==> config.mk <==
export PLATFORM = sky130hd
export DESIGN_NAME = psum_tagger_flat
export DESIGN_NICKNAME = d
export VERILOG_FILES = /design/src/rtl/psum_pkg.sv /design/src/rtl/psum_tagger_if.sv /design/src/rtl/psum_tag_stage.sv /design/src/rtl/psum_tagger.sv /design/src/flat_wrapper.sv
export SDC_FILE = /design/constraint.sdc
export NUM_CORES = 1
export LEC_CHECK = 0
export ABC_AREA = 1
export CORE_MARGIN = 8
export CORE_UTILIZATION = 38
export DETAILED_ROUTE_END_ITERATION = 8
export GPL_TIMING_DRIVEN = 0
export PLACE_DENSITY_LB_ADDON = 0.3
export SYNTH_ARGS = -nofsm -noshare
export SYNTH_HDL_FRONTEND = slang
export SYNTH_SLANG_ARGS = --single-unit
==> constraint.sdc <==
create_clock -name clk -period 1.5 [get_ports clk]
set_input_delay 0.225 -clock clk [delete_from_list [all_inputs] [get_ports clk]]
set_output_delay 0.225 -clock clk [all_outputs]
set_load 0.02 [all_outputs]
==> src/rtl/psum_pkg.sv <==
// psum_pkg: definitions shared by the partial-sum tagger files.
//   INFO_*  : bit positions of the fields in the 32-bit psum info tag word.
//   state_t : tile sequencing FSM states.
package psum_pkg;

  localparam int INFO_W        = 32;
  localparam int INFO_ADDR_MSB = 11;
  localparam int INFO_PASS_BIT = 12;
  localparam int INFO_ID_BIT   = 13;

  typedef enum logic [1:0] {
    IDLE  = 2'd0,
    PASS0 = 2'd1,
    PASS1 = 2'd2,
    DRAIN = 2'd3
  } state_t;

endpackage

==> src/rtl/psum_tagger_if.sv <==
// psum_tagger_if: the two streams around the tagger.
//   mac_*  : raw MAC words into the tagger (mac_data, mac_vld in; mac_rdy out).
//   psum_* : tagged words out to the psum accumulator (psum_info, psum_data,
//            psum_vld out; psum_rdy in).
// Handshake rule for both streams: a word moves on a rising edge where
// vld & rdy are both high; once vld is raised, the payload is held stable
// and vld stays high until that edge; vld never waits on rdy.
//   master : the side that feeds MAC words and sinks tagged words.
//   slave  : the tagger itself.
interface psum_tagger_if
  import psum_pkg::*;
#(
  parameter int DW = 64
);

  logic [DW-1:0]     mac_data;
  logic              mac_vld;
  logic              mac_rdy;
  logic [INFO_W-1:0] psum_info;
  logic [DW-1:0]     psum_data;
  logic              psum_vld;
  logic              psum_rdy;

  modport master (
    output mac_data, mac_vld, psum_rdy,
    input  mac_rdy, psum_info, psum_data, psum_vld
  );

  modport slave (
    input  mac_data, mac_vld, psum_rdy,
    output mac_rdy, psum_info, psum_data, psum_vld
  );

endinterface

==> src/rtl/psum_tag_stage.sv <==
// psum_tag_stage: one-entry registered valid/ready stage.
//   clk, rst          : clock, synchronous active-high reset (drops the entry).
//   in_vld/in_rdy     : upstream handshake; in_rdy = empty or being unloaded.
//   in_data           : word loaded on in_vld & in_rdy.
//   out_vld/out_rdy   : downstream handshake; out_vld is purely registered.
//   out_data          : registered word, stable while out_vld & ~out_rdy.
module psum_tag_stage #(
  parameter int W = 96
) (
  input  logic         clk,
  input  logic         rst,
  input  logic         in_vld,
  output logic         in_rdy,
  input  logic [W-1:0] in_data,
  output logic         out_vld,
  input  logic         out_rdy,
  output logic [W-1:0] out_data
);

  logic         vld_q, vld_d;
  logic [W-1:0] data_q, data_d;
  logic         load;

  always_comb begin
    // Ready is passed through combinationally so a full stage still streams
    // one word per cycle while the consumer keeps taking them.
    in_rdy = ~vld_q | out_rdy;
    load   = in_vld & in_rdy;
    vld_d  = load | (vld_q & ~out_rdy);
    data_d = load ? in_data : data_q;
  end

  always_ff @(posedge clk) begin
    if (rst) begin
      vld_q  <= 1'b0;
      data_q <= '0;
    end else begin
      vld_q  <= vld_d;
      data_q <= data_d;
    end
  end

  assign out_vld  = vld_q;
  assign out_data = data_q;

endmodule

==> src/rtl/psum_tagger.sv <==
// psum_tagger: tags MAC result words with psum buffer address, pass flag and
// identity-merge flag, over two passes per output tile (pass 0 writes the
// accumulator buffer, pass 1 reads/adds/forwards).
//   clk, rst      : clock, synchronous active-high reset.
//   cfg_start     : start pulse, honoured in IDLE only.
//   cfg_len       : words per pass minus one.
//   cfg_identity  : set the identity flag on pass-1 words.
//   busy          : FSM not in IDLE.
//   tile_done     : one-cycle pulse once the last pass-1 word has left.
//   dbg_state     : current FSM state.
//   bus (slave)   : MAC input stream and tagged psum output stream.
module psum_tagger
  import psum_pkg::*;
#(
  parameter int AW = 12,
  parameter int DW = 64
) (
  input  logic          clk,
  input  logic          rst,
  input  logic          cfg_start,
  input  logic [AW-1:0] cfg_len,
  input  logic          cfg_identity,
  output logic          busy,
  output logic          tile_done,
  output state_t        dbg_state,
  psum_tagger_if.slave  bus
);

  state_t        state_q, state_d;
  logic [AW-1:0] addr_cnt_q, addr_cnt_d;
  logic [AW-1:0] len_q, len_d;
  logic          ident_q, ident_d;
  logic          tile_done_q, tile_done_d;

  logic              active;
  logic              pass;
  logic              last;
  logic              in_hs;
  logic              mac_rdy;
  logic              stage_in_vld;
  logic              stage_in_rdy;
  logic              out_vld;
  logic [INFO_W-1:0] info_in;
  logic [DW+INFO_W-1:0] out_word;

  always_comb begin
    active       = (state_q == PASS0) || (state_q == PASS1);
    pass         = (state_q == PASS1);
    last         = (addr_cnt_q == len_q);
    stage_in_vld = bus.mac_vld & active;
    mac_rdy      = active & stage_in_rdy;
    in_hs        = bus.mac_vld & mac_rdy;

    info_in                  = '0;
    info_in[INFO_ADDR_MSB:0] = addr_cnt_q;
    info_in[INFO_PASS_BIT]   = pass;
    info_in[INFO_ID_BIT]     = ident_q & pass;
  end

  always_comb begin
    state_d     = state_q;
    addr_cnt_d  = addr_cnt_q;
    len_d       = len_q;
    ident_d     = ident_q;
    tile_done_d = 1'b0;
    case (state_q)
      IDLE: begin
        if (cfg_start) begin
          len_d      = cfg_len;
          ident_d    = cfg_identity;
          addr_cnt_d = '0;
          state_d    = PASS0;
        end
      end
      PASS0, PASS1: begin
        if (in_hs) begin
          // The counter wraps to 0 at the end of each pass, so pass 1
          // revisits exactly the addresses pass 0 wrote.
          addr_cnt_d = last ? '0 : addr_cnt_q + 1'b1;
          if (last) begin
            state_d = (state_q == PASS0) ? PASS1 : DRAIN;
          end
        end
      end
      DRAIN: begin
        // Only the final pass-1 word can be in the stage here.
        if (out_vld & bus.psum_rdy) begin
          state_d     = IDLE;
          tile_done_d = 1'b1;
        end
      end
      default: state_d = IDLE;
    endcase
  end

  always_ff @(posedge clk) begin
    if (rst) begin
      state_q     <= IDLE;
      addr_cnt_q  <= '0;
      len_q       <= '0;
      ident_q     <= 1'b0;
      tile_done_q <= 1'b0;
    end else begin
      state_q     <= state_d;
      addr_cnt_q  <= addr_cnt_d;
      len_q       <= len_d;
      ident_q     <= ident_d;
      tile_done_q <= tile_done_d;
    end
  end

  psum_tag_stage #(.W(DW + INFO_W)) u_stage (
    .clk      (clk),
    .rst      (rst),
    .in_vld   (stage_in_vld),
    .in_rdy   (stage_in_rdy),
    .in_data  ({info_in, bus.mac_data}),
    .out_vld  (out_vld),
    .out_rdy  (bus.psum_rdy),
    .out_data (out_word)
  );

  assign bus.mac_rdy   = mac_rdy;
  assign bus.psum_vld  = out_vld;
  assign bus.psum_info = out_word[DW+INFO_W-1:DW];
  assign bus.psum_data = out_word[DW-1:0];
  assign busy          = (state_q != IDLE);
  assign tile_done     = tile_done_q;
  assign dbg_state     = state_q;

endmodule

==> src/flat_wrapper.sv <==
// flat-port wrapper written by rule: the top's interface ports become plain ports
module psum_tagger_flat import psum_pkg::*;
#(
  parameter int AW = 12,
  parameter int DW = 64
)
  (clk, rst, cfg_start, cfg_len, cfg_identity, busy, tile_done, dbg_state, bus_mac_data, bus_mac_vld, bus_psum_rdy, bus_mac_rdy, bus_psum_info, bus_psum_data, bus_psum_vld);
  psum_tagger_if #(.DW(DW)) bus_i ();
  input  logic clk;
  input  logic rst;
  input  logic cfg_start;
  input  logic [AW-1:0] cfg_len;
  input  logic cfg_identity;
  output logic busy;
  output logic tile_done;
  output state_t dbg_state;
  input wire logic [$bits(bus_i.mac_data)-1:0] bus_mac_data;
  input wire logic [$bits(bus_i.mac_vld)-1:0] bus_mac_vld;
  input wire logic [$bits(bus_i.psum_rdy)-1:0] bus_psum_rdy;
  output wire logic [$bits(bus_i.mac_rdy)-1:0] bus_mac_rdy;
  output wire logic [$bits(bus_i.psum_info)-1:0] bus_psum_info;
  output wire logic [$bits(bus_i.psum_data)-1:0] bus_psum_data;
  output wire logic [$bits(bus_i.psum_vld)-1:0] bus_psum_vld;
  assign bus_i.mac_data = bus_mac_data;
  assign bus_i.mac_vld = bus_mac_vld;
  assign bus_i.psum_rdy = bus_psum_rdy;
  assign bus_mac_rdy = bus_i.mac_rdy;
  assign bus_psum_info = bus_i.psum_info;
  assign bus_psum_data = bus_i.psum_data;
  assign bus_psum_vld = bus_i.psum_vld;
  psum_tagger #(.AW(AW), .DW(DW)) u_core (.clk(clk), .rst(rst), .cfg_start(cfg_start), .cfg_len(cfg_len), .cfg_identity(cfg_identity), .busy(busy), .tile_done(tile_done), .dbg_state(dbg_state), .bus(bus_i));
endmodule
==> impl_results.md <==
- Drt pass-1 iters: 4
- Die Wd: 122.3 um
- # hold bufs at CTS: 0
- Wirelength, routed: 15400 um
- Total net switching power: 5.419 mW
- Worst-Skew Late Latency: 0.34 ns
- Period Utilization, post-route: 112.0%
- Most frequent cells in the layout: 115 x nor2_1, 105 x dfxtp_1, 82 x dlygate4sd2_1, 81 x clkdlybuf4s50_1, 53 x nand2_1
- Setup ws final: -0.1807 ns
- Clk sinks: 107
- Slowest CP cell: dfxtp_4
- Seq pwr share: 31.4%
- CP Launch Type: flip-flop
- Final Hold Vio Count: 0
- Setup TNS: -6.063 ns
- CTS buffer count: 9
- Worst slew pin tran: 0.5401 ns
- Pleak: 3.393 nW
- CP arrival: 1.92 ns
- Setup violation total in the final timing report: 74
- Worst Reg-to-Reg Cells: 11
- Hold slack: 0.4626 ns
- Post-route ant nets: 0
- Relative slew slack: 63.99%
- Worst-path clk slew: 0.07 ns
- FP Rows: 39
- First-pass GRT wire length: 21150 um
- Buffer depth of the longest clock path: 2
- CP Data Required Time: 1.74 ns
- Sw frac: 39.29%
- Die footprint: 14970 sq um
- Initial Utilization: 38.28%
- RSZ-0062 raised after global routing: true
- Total congestion overflow: 0
- Minimum clock period: 1.681 ns
- Hold Crit Depth: 2
- Final Max Slew Viols: 0
- CP bufs+invs: 3
- CP Cell Sequence: inv_4 > ha_4 > nand2_4 > inv_4 > nand2_8 > o21ai_4 > nand2_4 > buf_8 > nor3_4 > xnor2_1 > nor2_2
- Worst reg2reg startpoint: u_core.dbg_state[0]
- Peak VDD IR: 0.8895 mV
- Vias in the first global route: 4172
- CTS tree: yes
- Cells after DPL: 896
- Max Fanout on Critical Path: 6
- N_diodes: 0
- Min-delay worst type: reg -> reg
- Power density cells: 1845 nW/um^2
- Max incr delay on CP: 0.37 ns
- Crit. End Element: flip-flop
- Achievable Freq: 595.0 MHz
- Core area: 11220 sq um
- GRT Overall Usage: 17.88%
- Synth cell types: 30
- Final Instance Count excl. Fillers: 930
- GP Congestion: 0.8808
- Largest net degree at the start of global routing: 17
- Area growth from synthesis to layout: 74.00%
- Initial antenna violation count: 0
- Die H: 122.3 um
- Via density: 4.805
- Worst reg2reg setup slack: -0.18 ns
- Hold Path Origin: u_core.u_stage.out_data[77]
- Status: finished with violations
- Clk network pwr share: 19.1%
- Logic gate share of total power: 49.5%
- I/O pins: 184
- Layout cell share with drive strength beyond 1: 25.29%
- Most common cell after layout, fill and taps aside: nor2_1
- Post-Syn Area: 4297 sq um
- Mapped Cells: 571
- Seq cells post-synth: 107
- Initial DRC count: 288
- CP top delay family: simple AND/OR/NAND/NOR gates
- Violated checks: negative setup slack
- Worst R2R End: u_core.addr_cnt_q[4]
- Dpl hpwl: 10590 um
- Ys Warns: 0
- H-tree depth: 3
- WHS Endpoint: u_core.u_stage.out_data[77]
- CTS root buffer: clkbuf_16
- P_int: 8.374 mW
- DRC: 0
- Final nets: 869
- Syn_area_per_cell: 7.525 sq um
- Routed WL per cell: 16.55 um
- Setup CP Type: reg -> reg
- Register area share after synthesis: 49.85%
- Clk_skew: 0.008992 ns
- Via count: 4469
- IO buf count: 165
- Max_cap viols: 0
power groups by stage:
| stage | Sequential [mW] | Combinational [mW] | Clock (mW) |
|---|---|---|---|
| final | 4.33 | 6.83 | 2.63 |
| after global routing | 4.43 | 7.30 | 2.80 |
| after CTS | 4.12 | 5.39 | 2.67 |
| after detailed placement | 4.22 | 5.42 | 0 |
| after global placement | 4.19 | 5.34 | 0 |
| after floorplan | 5.06 | 2.18 | 0 |
layout make-up:
cell class	instances	area, sq um
Buffer	47	431.7
Clock buffer	13	270.3
Clock inverter	3	68.82
Fill cell	889	3747
Inverter	32	135.1
Multi-Input combinational cell	400	2361
Sequential cell	107	2150
Tap cell	143	178.9
Timing Repair Buffer	185	1881
tightest hold or removal path: stages (launching register included):
cell and delay [ns]:
dfxtp_1 0.31, nand2_1 0.06, a21oi_1 0.05
worst max path at each step:
stage | start | endpoint | slack (ns) | cells past startpoint
5_1_grt | u_core.dbg_state[0] | u_core.addr_cnt_q[11] | -0.23 | 11
4_1_cts | u_core.dbg_state[0] | u_core.addr_cnt_q[4] | -0.17 | 11
3_3_place_gp | rst | u_core.len_q[10] | -0.45 | 6
2_1_floorplan | u_core.dbg_state[0] | u_core.addr_cnt_q[4] | -0.11 | 11
3_5_place_dp | rst | u_core.len_q[9] | -0.49 | 6
6_report | u_core.dbg_state[0] | u_core.addr_cnt_q[4] | -0.18 | 11
flip-flops by register name, indices dropped and copies added, names as in the netlist:
name	cells
u_core.len_q	12
u_core.ident_q	1
u_core.u_stage.out_data	78
u_core.u_stage.out_vld	1
u_core.tile_done	1
u_core.dbg_state	2
u_core.addr_cnt_q	12
metal layers:
metal / vias to the layer above / GRT usage (%) / part of all wire [%]
met5: - / 0 / 0
met4: 0 / 5.484 / 1.3
met3: 17 / 4.508 / 7.2
met2: 172 / 31.60 / 52
met1: 2072 / 20.82 / 40
li1: 2208 / - / -
cell usage after synthesis:
master	instances	share of area, %
buf_1	1	0.087
nor2_1	168	15
nand3b_1	1	0.17
dfxtp_1	107	50
xnor2_1	7	1.4
o22ai_1	1	0.15
inv_1	30	2.6
nor3_4	1	0.38
nor3_1	3	0.35
inv_2	2	0.17
buf_6	1	0.26
o21ai_0	91	11
o21ai_2	1	0.20
xor2_1	3	0.61
nand2_2	1	0.15
nor2_2	2	0.29
nand4_1	2	0.29
clkbuf_2	1	0.12
nand2_1	57	5.0
nand2_4	2	0.52
buf_2	11	1.3
clkbuf_1	17	1.5
conb_1	1	0.087
nand3_1	10	1.2
o31ai_2	1	0.29
a21oi_1	23	2.7
o21ai_1	2	0.23
buf_4	18	3.1
nor2_4	1	0.26
ha_1	5	1.5
what timing repair did:
item,in CTS,in global routing
gates cloned,1,8
pin swaps,4,47
buffers inserted,8,4
setup endpoints to repair,184,97
resized for setup,169,196
kinds of logic after synthesis:
| logic type | Yosys count | synth area share [%] |
|---|---|---|
| AOI/OAI and AO/OA | 119 | 14.15 |
| adders and majority gates | 5 | 1.456 |
| other | 1 | 0.08728 |
| xor gates and xnor gates | 10 | 2.039 |
| DFF | 107 | 49.85 |
| and+or+nand+nor | 248 | 23.24 |
| buffers and inverters | 81 | 9.173 |
through the flow:
| step | instance area, sq um | setup slack, ns | utilization, % | total power, mW |
|---|---|---|---|---|
| 4_1_cts | 6664 | -0.1694 | 59.38 | 12.18 |
| 6_report | 7476 | -0.1807 | 66.61 | 13.79 |
| 2_1_floorplan | 4429 | -0.1069 | - | 7.247 |
| 3_5_place_dp | 6260 | -0.4866 | 55.77 | 9.644 |
| 3_3_place_gp | 6260 | -0.4497 | 55.77 | 9.524 |
| 5_1_grt | 7476 | -0.2282 | 66.61 | 14.52 |
Power figures use the tool's default switching activity.
